`src/rtl/dest_drain_arbiter_pkg.sv`:
```
// Shared types and constants for the destination drain arbiter.
package dest_drain_arbiter_pkg;

  localparam int unsigned BW        = 6;
  localparam int unsigned CNT_W     = 5;
  localparam int unsigned BUF_DEPTH = 2;
  localparam int unsigned BUF_CNT_W = 2;

  // Arbiter FSM encodings
  typedef enum logic [1:0] {
    ST_INIT   = 2'd0,
    ST_IDLE   = 2'd1,
    ST_ACTIVE = 2'd2,
    ST_ERROR  = 2'd3
  } state_e;

  localparam logic DEST_D0 = 1'b0;
  localparam logic DEST_D1 = 1'b1;

  // One output-buffer entry: source tag plus data word
  typedef struct packed {
    logic          dest;
    logic [BW-1:0] data;
  } out_word_t;

endpackage

```
`src/rtl/dest_drain_arbiter_out_skid2.sv`:
```
// Two-entry FIFO holding captured words until the sink accepts them.
module out_skid2
  import dest_drain_arbiter_pkg::*;
(
  input  logic                 clk,
  input  logic                 reset,
  input  logic                 flush,
  input  logic                 push,
  input  out_word_t            push_word,
  input  logic                 pop,
  output out_word_t            head,
  output logic [BUF_CNT_W-1:0] count
);

  out_word_t            mem_q [BUF_DEPTH];
  out_word_t            mem_d [BUF_DEPTH];
  logic                 rd_ptr_q, rd_ptr_d;
  logic                 wr_ptr_q, wr_ptr_d;
  logic [BUF_CNT_W-1:0] count_q, count_d;
  logic                 pop_eff;

  assign pop_eff = pop && (count_q != '0);
  assign head    = mem_q[rd_ptr_q];
  assign count   = count_q;

  // Pointer and occupancy update; push and pop may coincide at any count
  always_comb begin
    mem_d    = mem_q;
    rd_ptr_d = rd_ptr_q;
    wr_ptr_d = wr_ptr_q;
    count_d  = count_q;
    if (push) begin
      mem_d[wr_ptr_q] = push_word;
      wr_ptr_d        = ~wr_ptr_q;
    end
    if (pop_eff) begin
      rd_ptr_d = ~rd_ptr_q;
    end
    count_d = count_q + BUF_CNT_W'(push) - BUF_CNT_W'(pop_eff);
    if (flush) begin
      for (int unsigned i = 0; i < BUF_DEPTH; i++) mem_d[i] = '0;
      rd_ptr_d = 1'b0;
      wr_ptr_d = 1'b0;
      count_d  = '0;
    end
  end

  // Storage registers
  always_ff @(posedge clk) begin
    if (reset) begin
      for (int unsigned i = 0; i < BUF_DEPTH; i++) mem_q[i] <= '0;
      rd_ptr_q <= 1'b0;
      wr_ptr_q <= 1'b0;
      count_q  <= '0;
    end else begin
      mem_q    <= mem_d;
      rd_ptr_q <= rd_ptr_d;
      wr_ptr_q <= wr_ptr_d;
      count_q  <= count_d;
    end
  end

  // The credit rule upstream must never let a push land on a full buffer
  a_no_overflow: assert property (@(posedge clk) disable iff (reset)
    !(push && !pop_eff && (count_q == BUF_CNT_W'(BUF_DEPTH))));

endmodule

```
`src/rtl/dest_drain_arbiter.sv`:
```
// Round-robin drain of D0/D1 into one output stream with per-source word counters.
module dest_drain_arbiter
  import dest_drain_arbiter_pkg::*;
(
  input  logic             clk,
  input  logic             reset,
  input  logic             D0_empty,
  input  logic             D1_empty,
  input  logic [BW-1:0]    D0_data_out,
  input  logic [BW-1:0]    D1_data_out,
  input  logic             D0_error_output,
  input  logic             D1_error_output,
  output logic             D0_rd,
  output logic             D1_rd,
  output logic [BW-1:0]    out_data,
  output logic             out_dest,
  output logic             out_valid,
  input  logic             out_ready,
  input  logic             cnt_req,
  input  logic             cnt_idx,
  output logic [CNT_W-1:0] cnt_data,
  output logic             cnt_valid,
  output logic             idle,
  output logic             error
);

  state_e           state_q, state_d;
  logic             rr_last_q, rr_last_d;
  logic             inflight_q, inflight_d;
  logic             inflight_dest_q, inflight_dest_d;
  logic [CNT_W-1:0] cnt0_q, cnt0_d;
  logic [CNT_W-1:0] cnt1_q, cnt1_d;
  logic [CNT_W-1:0] cnt_data_q, cnt_data_d;
  logic             cnt_valid_q, cnt_valid_d;
  logic             idle_q, idle_d;
  logic             error_q, error_d;

  out_word_t            buf_head;
  out_word_t            push_word;
  logic [BUF_CNT_W-1:0] buf_count;
  logic                 buf_pop;
  logic                 buf_flush;
  logic                 any_err;
  logic                 any_avail;
  logic                 grant;
  logic                 credit_ok;
  logic                 pop_en;
  logic [2:0]           occupancy;

  assign any_err   = D0_error_output | D1_error_output;
  assign any_avail = !D0_empty | !D1_empty;
  assign out_valid = (buf_count != '0);
  assign out_data  = buf_head.data;
  assign out_dest  = buf_head.dest;
  assign buf_pop   = out_valid & out_ready;
  assign cnt_data  = cnt_data_q;
  assign cnt_valid = cnt_valid_q;
  assign idle      = idle_q;
  assign error     = error_q;

  // Round-robin grant: alternate when both have data, else take the non-empty one
  assign grant = (!D0_empty && !D1_empty) ? ~rr_last_q : (D0_empty ? DEST_D1 : DEST_D0);

  // Credit: buffered plus in-flight words, minus a slot the sink frees this cycle
  assign occupancy = 3'(buf_count) + 3'(inflight_q);
  assign credit_ok = (occupancy - 3'(buf_pop)) < 3'(BUF_DEPTH);
  assign pop_en    = !reset && (state_q == ST_ACTIVE) && !any_err && any_avail && credit_ok;

  // Word captured from the FIFO popped on the previous cycle
  assign push_word.dest = inflight_dest_q;
  assign push_word.data = (inflight_dest_q == DEST_D1) ? D1_data_out : D0_data_out;

  // Pop issue, capture bookkeeping, counter reads and state transitions
  always_comb begin
    state_d         = state_q;
    rr_last_d       = rr_last_q;
    inflight_d      = pop_en;
    inflight_dest_d = grant;
    cnt0_d          = cnt0_q;
    cnt1_d          = cnt1_q;
    cnt_data_d      = cnt_data_q;
    cnt_valid_d     = cnt_req;
    buf_flush       = 1'b0;
    D0_rd           = pop_en && (grant == DEST_D0);
    D1_rd           = pop_en && (grant == DEST_D1);

    if (pop_en) rr_last_d = grant;

    if (inflight_q) begin
      if (inflight_dest_q == DEST_D1) cnt1_d = cnt1_q + CNT_W'(1);
      else                            cnt0_d = cnt0_q + CNT_W'(1);
    end

    // Reads return the pre-increment value
    if (cnt_req) cnt_data_d = cnt_idx ? cnt1_q : cnt0_q;

    case (state_q)
      ST_INIT: begin
        cnt0_d    = '0;
        cnt1_d    = '0;
        buf_flush = 1'b1;
        state_d   = ST_IDLE;
      end
      ST_IDLE: begin
        if (any_err)        state_d = ST_ERROR;
        else if (any_avail) state_d = ST_ACTIVE;
      end
      ST_ACTIVE: begin
        if (any_err) state_d = ST_ERROR;
        else if (!any_avail && !inflight_q && (buf_count == '0)) state_d = ST_IDLE;
      end
      default: state_d = ST_ERROR;
    endcase

    idle_d  = (state_d == ST_IDLE);
    error_d = (state_d == ST_ERROR);
  end

  // State and datapath registers
  always_ff @(posedge clk) begin
    if (reset) begin
      state_q         <= ST_INIT;
      rr_last_q       <= 1'b1;
      inflight_q      <= 1'b0;
      inflight_dest_q <= 1'b0;
      cnt0_q          <= '0;
      cnt1_q          <= '0;
      cnt_data_q      <= '0;
      cnt_valid_q     <= 1'b0;
      idle_q          <= 1'b0;
      error_q         <= 1'b0;
    end else begin
      state_q         <= state_d;
      rr_last_q       <= rr_last_d;
      inflight_q      <= inflight_d;
      inflight_dest_q <= inflight_dest_d;
      cnt0_q          <= cnt0_d;
      cnt1_q          <= cnt1_d;
      cnt_data_q      <= cnt_data_d;
      cnt_valid_q     <= cnt_valid_d;
      idle_q          <= idle_d;
      error_q         <= error_d;
    end
  end

  out_skid2 u_out_skid2 (
    .clk       (clk),
    .reset     (reset),
    .flush     (buf_flush),
    .push      (inflight_q),
    .push_word (push_word),
    .pop       (buf_pop),
    .head      (buf_head),
    .count     (buf_count)
  );

endmodule

```
`config.mk`:
```
export PLATFORM = sky130hd
export DESIGN_NAME = dest_drain_arbiter
export DESIGN_NICKNAME = d
export VERILOG_FILES = /design/src/rtl/dest_drain_arbiter_pkg.sv /design/src/rtl/dest_drain_arbiter_out_skid2.sv /design/src/rtl/dest_drain_arbiter.sv
export SDC_FILE = /design/constraint.sdc
export NUM_CORES = 1
export LEC_CHECK = 0
export ABC_CLOCK_PERIOD_IN_PS = 6700
export BUFFER_PORTS_ARGS = -buffer_cell sky130_fd_sc_hd__buf_2
export CORE_ASPECT_RATIO = 0.5
export CORE_UTILIZATION = 43
export DETAILED_ROUTE_END_ITERATION = 8
export HOLD_SLACK_MARGIN = 0.02
export PLACE_DENSITY = 0.66
export RECOVER_POWER = 100
export SLEW_MARGIN = 20
export SYNTH_ARGS = -nofsm -noshare
export SYNTH_HDL_FRONTEND = slang
export SYNTH_SLANG_ARGS = --single-unit
```
`constraint.sdc`:
```
create_clock -name clk -period 6.7 [get_ports clk]
set_input_delay 0.67 -clock clk [delete_from_list [all_inputs] [get_ports clk]]
set_output_delay 0.67 -clock clk [all_outputs]
set_load 0.02 [all_outputs]
```
==> Yosys cells after proc, flatten, opt, wreduce, memory -nomap -nowiden <==
Index checks and enable logic that the tools add are counted.
Widths: inputs -> output; s select.
{ "word_totals": {"output_inout_bits": 18, "inputBits": 21, "wordCells": 81, "reg_bits": 41} }
{ "op_classes": {"magnitude_cmp": 4, "n_eq_ne": 4, "n_bitwise": 10, "addsub": 6, "n_reduce_logical": 24, "n_mux": 16} }
{ "op_table": {"columns": ["op", "count"], "rows": [
  ["$mux 7", 4],
  ["$bwmux 14", 1],
  ["$logic_and 1x1->1", 11],
  ["$add 5x1->5 const B", 2],
  ["$mux 2", 4],
  ["$demux 7 s1", 1],
  ["$logic_not 1->1", 6],
  ["$mux 6", 1],
  ["$pmux 2 s3", 1],
  ["$mux 5", 1],
  ["$not 1->1", 5],
  ["$eq 2x1->1 const B", 2],
  ["$eq 2x2->1 const B", 2],
  ["$ge 2x2->1 const B", 2],
  ["$logic_not 2->1", 2],
  ["$not 1->2", 2],
  ["$reduce_and 2->1", 2],
  ["$reduce_or 2->1", 2],
  ["$add 2x1->3", 1],
  ["$lt 3x2->1 const B", 1],
  ["$mux 1", 3],
  ["$sub 3x1->3", 1],
  ["$add 2x1->2", 1],
  ["$lt 2x1->1 const B", 1],
  ["4 further kinds", 5]
]} }

==> Logic depth before layout (Yosys ltp) <==
{ "depth": {"depth_word": 9, "depth_mapped": 9, "depth_no_buf": 9} }

==> Modules after synthesis <==
A second synthesis with hierarchy kept.
{ "hier_totals": {"cells_unflattened": 207, "area_unflattened_um2": 1949.4} }
{ "modules_own_cells": {"columns": ["mod", "instances", "area_per_inst_um2", "cells_each"], "rows": [
  ["dest_drain_arbiter", 1, 1129.8, 123],
  ["out_skid2", 1, 819.5, 84]
]} }

==> Worst setup path after synthesis <==
OpenSTA, ideal clock, no wires.
{ "synth_path": {"kind": "input to output", "from": "input out_ready", "to": "output D0_rd", "path_stages": 9, "t_required_ns": 6.030, "setup_slack_ns": 3.498, "t_arrival_ns": 2.532, "cell_sequence": "o21a_2 -> ha_1 -> inv_1 -> ha_1 -> inv_1 -> fa_1 -> and3b_1 -> nand4_1 -> nor3_1"} }
{ "synth_between": {"elab_chain_len": 5} }
{ "synth_rtl": {"columns": ["item", "line_no", "rtl"], "rows": [
  ["from (decl)", "dest_drain_arbiter.sv:18", "input logic out_ready,"],
  ["$and 1x1->1", "dest_drain_arbiter.sv:55", "assign buf_pop = out_valid & out_ready;"],
  ["$sub 3x1->3", "dest_drain_arbiter.sv:66", "assign credit_ok = (occupancy - 3'(buf_pop)) < 3'(BUF_DEPTH);"],
  ["$lt 3x2->1", "dest_drain_arbiter.sv:66", null],
  ["$logic_and 1x1->1", "dest_drain_arbiter.sv:67", "assign pop_en = !reset && (state_q == ST_ACTIVE) && !any_err && any_avail && credit_ok;"],
  ["$logic_and 1x1->1", "dest_drain_arbiter.sv:84", "D0_rd = pop_en && (grant == DEST_D0);"],
  ["to (decl)", "dest_drain_arbiter.sv:13", "output logic D0_rd,"]
]} }
No other way between the ends.

==> Final worst setup path <==
Same ends and word-level chain as after synthesis.

==> metrics.txt <==
# TYPE chip_impl_metric gauge
chip_impl_info{name="cts_tree",value="done"} 1
chip_impl_metric{name="die_w",unit="µm"} 93.4
chip_impl_metric{name="postLayoutCellArea",unit="µm²"} 2060
chip_impl_metric{name="postSynthNetCount",unit=""} 215
chip_impl_metric{name="routed-wl-met3",unit="µm"} 159
chip_impl_metric{name="finalWeightedCongestion",unit=""} 0.746
chip_impl_metric{name="ff2ff_setup_slack",unit="ps"} 4490
chip_impl_metric{name="synth-seq-area-share",unit="%"} 45.7
chip_impl_info{name="crit_path_end_kind",value="output port"} 1
chip_impl_metric{name="postSynthAreaPerCell",unit="µm²"} 9.49
chip_impl_metric{name="final.min_clock_period",unit="ps"} 3320
chip_impl_metric{name="yosysWarnings",unit=""} 0
chip_impl_info{name="timing.rr.end",value="rr_last_q"} 1
chip_impl_metric{name="htree_levels",unit=""} 2
chip_impl_metric{name="routedLengthMet1",unit="µm"} 1770
chip_impl_info{name="cp_slowest_cell",value="fa_1"} 1
chip_impl_metric{name="cts.path.max_buffers",unit=""} 2
chip_impl_metric{name="multiInputGateArea",unit="µm²"} 906
chip_impl_metric{name="path_max_fanout",unit=""} 4
chip_impl_info{name="critPathLaunchType",value="input port"} 1
chip_impl_metric{name="placement.setup.worst_slack",unit="ps"} 3460
chip_impl_metric{name="seq_area",unit="µm²"} 821
chip_impl_metric{name="dr_wl_met2",unit="µm"} 1330
chip_impl_metric{name="maximum_number_of_pins_on_one_net_before_global_route_repair",unit=""} 29
chip_impl_metric{name="layout.nets",unit=""} 250
chip_impl_info{name="worst_r2r_startpoint",value="u_out_skid2.count[1]"} 1
chip_impl_metric{name="synth_async_sr_flop_share",unit="%"} 0
chip_impl_metric{name="grt_pass1_wl",unit="µm"} 5320
chip_impl_metric{name="initialDrtViolationCount",unit=""} 37
chip_impl_metric{name="track_usage",unit="%"} 16.1
chip_impl_metric{name="clock_sink_count",unit=""} 41
chip_impl_metric{name="critical-path-max-stage-delay",unit="ps"} 500
chip_impl_metric{name="floorplan.initialDensity",unit="%"} 45.5
chip_impl_info{name="cts_root_buffer",value="clkbuf_8"} 1
chip_impl_metric{name="path_depth",unit=""} 11
chip_impl_metric{name="placed_area",unit="µm²"} 2010
chip_impl_metric{name="vdd.ir_drop.worst",unit="mV"} 0.0792
chip_impl_metric{name="ios",unit=""} 39
chip_impl_metric{name="netlist-cell-type-count",unit=""} 34
chip_impl_metric{name="drcViolationCount",unit=""} 0
chip_impl_info{name="worstHoldEndpoint",value="cnt_data[1]"} 1
chip_impl_metric{name="grt_pass1_vias",unit=""} 1152
chip_impl_metric{name="total_wire_length",unit="µm"} 3320
chip_impl_metric{name="max-slew-margin-rel",unit="%"} -29.1
chip_impl_metric{name="postCtsSetupBuffers",unit=""} 0
chip_impl_metric{name="r2r_cell_count",unit=""} 9
chip_impl_metric{name="finalHoldViolCount",unit=""} 0
chip_impl_metric{name="whs_path_depth",unit=""} 2
chip_impl_metric{name="timing.clock.skew",unit="ps"} 2.40
chip_impl_metric{name="postCtsResizedCells",unit=""} 0
chip_impl_info{name="rsz0062_at_grt",value="false"} 1
chip_impl_metric{name="timing.final.ws_setup",unit="ps"} 3380
chip_impl_metric{name="route.detailed.vias_per_inst",unit=""} 4.96
chip_impl_info{name="cpLargestDelayFamily",value="adder cells"} 1
chip_impl_metric{name="numPortBuffers",unit=""} 38
chip_impl_metric{name="area_growth",unit="%"} 14.7
chip_impl_metric{name="tightest_slew",unit="ps"} 1930
chip_impl_metric{name="std_cell_rows",unit=""} 16
chip_impl_metric{name="fin_tns_setup",unit="ps"} 0
chip_impl_info{name="status",value="finished with violations"} 1
chip_impl_metric{name="synth_edf_count",unit=""} 0
chip_impl_info{name="holdCritStartpoint",value="cnt_data[1]"} 1
chip_impl_metric{name="crit_buf_inv",unit=""} 4
chip_impl_metric{name="tcrit_tclk_final",unit="%"} 49.6
chip_impl_metric{name="die_h",unit="µm"} 47.7
chip_impl_metric{name="total_vias_in_the_final_route",unit=""} 1383
chip_impl_info{name="critical_path.cell_chain",value="buf_2 -> o21a_2 -> ha_1 -> inv_1 -> ha_1 -> inv_1 -> fa_1 -> and3b_1 -> nand4_1 -> nor3_1 -> clkbuf_1"} 1
chip_impl_metric{name="detailedRoute.firstPassIterationCount",unit=""} 4
chip_impl_metric{name="power.static_leakage",unit="nW"} 0.786
chip_impl_metric{name="num_antenna_cells",unit=""} 0
chip_impl_info{name="top_signal_layer_used",value="met4"} 1
chip_impl_metric{name="clk_transition_reported_paths",unit="ps"} 70
chip_impl_metric{name="wire_per_inst",unit="µm"} 11.9
chip_impl_metric{name="timing.final.max_slew_violations",unit=""} 29
chip_impl_metric{name="cts-buffers-inserted",unit=""} 5
chip_impl_metric{name="antenna_violations_before_repair",unit=""} 0
chip_impl_info{name="path_class",value="in2out"} 1
chip_impl_metric{name="max_clock_freq",unit="MHz"} 301
chip_impl_metric{name="synth-seq-cells",unit=""} 41
chip_impl_metric{name="timing.final.setup_violations",unit=""} 0
chip_impl_info{name="crit_path_start",value="out_ready"} 1
chip_impl_metric{name="worst_skew_pair.late_latency",unit="ps"} 290
chip_impl_metric{name="arrival",unit="ps"} 2650
chip_impl_metric{name="p_per_area",unit="nW/µm²"} 214
chip_impl_metric{name="grt.overflow.total",unit=""} 0
chip_impl_metric{name="cts_hold_repair.buffers",unit=""} 0
chip_impl_metric{name="die_area",unit="µm²"} 4450
chip_impl_metric{name="n_fill_cell",unit=""} 388
chip_impl_metric{name="cp.required",unit="ps"} 6030
chip_impl_info{name="hold_class",value="reg2reg"} 1
chip_impl_info{name="dominantRegCellSynth",value="dfxtp_1"} 1
chip_impl_metric{name="number_of_standard_cells_after_synthesis",unit=""} 189
chip_impl_metric{name="drt.antenna.violating_nets",unit=""} 0
chip_impl_metric{name="count_of_maximum_capacitance_violations",unit=""} 1
chip_impl_info{name="failed_checks",value="capacitance limit, slew limit"} 1
chip_impl_metric{name="post_route_cells_drive_above_1_share",unit="%"} 10.7
chip_impl_metric{name="detailed_place_hpwl",unit="µm"} 2320
chip_impl_metric{name="floorplan.core_area",unit="µm²"} 3940
chip_impl_metric{name="syn-cell-area",unit="µm²"} 1790
## sequential cells by signal (all words and copies together), names as in the netlist
register	count
u_out_skid2.mem_q	14
cnt0_q	5
cnt1_q	5
cnt_data	5
state_q	2
u_out_skid2.count	2
cnt_valid	1
error	1
idle	1
inflight_dest_q	1
inflight_q	1
rr_last_q	1
u_out_skid2.rd_ptr_q	1
u_out_skid2.wr_ptr_q	1
## layout make-up
class | instances | share of cell area (%)
Multi-Input combinational cell | 133 | 44.0
Sequential cell | 41 | 39.9
Timing Repair Buffer | 38 | 8.02
Clock buffer | 8 | 3.89
Tap cell | 54 | 3.28
Inverter | 5 | 0.912
## layout by cell type, fill, tap and decap left out, drive strengths merged, types with 2 or more instances in the layout
| master | n |
|---|---|
| a211oi | 17 |
| a21oi | 7 |
| and3b | 2 |
| buf | 18 |
| clkbuf | 28 |
| dfxtp | 41 |
| ha | 4 |
| inv | 5 |
| mux2 | 7 |
| mux2i | 15 |
| nand2 | 7 |
| nand3 | 3 |
| nand3b | 2 |
| nor2 | 34 |
| nor2b | 3 |
| nor3 | 2 |
| o21ai | 5 |
| or3 | 5 |
| xnor2 | 4 |
| xor2 | 3 |
## through the flow
step	util, %	hold slack [ps]	total power [mW]	instances
global placement	51.0	471	0.293	271
floorplan	-	453	0.281	189
CTS	53.0	491	0.447	279
finish	52.2	488	0.440	279
global route	52.2	519	0.459	279
detailed placement	51.0	480	0.294	271
## worst max-delay path by stage
stage	slack [ps]	endpoint
global placement	3520	D0_rd
global route	3130	D0_rd
floorplan	3500	D0_rd
CTS	3440	D0_rd
detailed placement	3460	D0_rd
finish	3380	D0_rd
## tightest hold or removal path, stage by stage, from the launching register on
cell and delay [ps]:
dfxtp_1 310, nor2_1 80, a211oi_1 50
## cell families after synthesis
kind of cell	after synthesis	share of synthesized area (%)
and+or+nand+nor	66	18.3
DFF	41	45.7
xor gates and xnor gates	7	3.42
AOI/OAI and AO/OA	33	12.5
buffers and inverters	15	3.42
adders and majority gates	5	3.91
muxes	22	12.8
## per-layer routing
layer | vias to the layer above | track usage (%)
met5 | - | 0
met4 | 0 | 8.31
met3 | 7 | 5.24
met2 | 30 | 24.3
met1 | 616 | 21.3
li1 | 730 | -
## where the power goes
part / switching [mW] / internal [mW]
Combinational: 0.0196 / 0.0136
Clock: 0.0797 / 0.0740
Sequential: 0.00499 / 0.248
## cell usage after synthesis, types with 3 or more instances
cell type / n / share of area (%)
a211oi_1: 17 / 7.1
a21oi_1: 7 / 2.0
buf_2: 4 / 1.1
clkbuf_1: 5 / 1.0
dfxtp_1: 41 / 46
ha_1: 4 / 2.8
inv_1: 5 / 1.0
mux2_1: 7 / 4.4
mux2i_1: 15 / 8.4
nand2_1: 7 / 1.5
nand3_1: 3 / 0.84
nor2_1: 34 / 7.1
nor2b_1: 3 / 1.0
o21ai_0: 5 / 1.4
or3_1: 5 / 1.7
xnor2_1: 4 / 2.0
xor2_1: 3 / 1.5
Note: power is estimated with default switching activity, not from simulation.
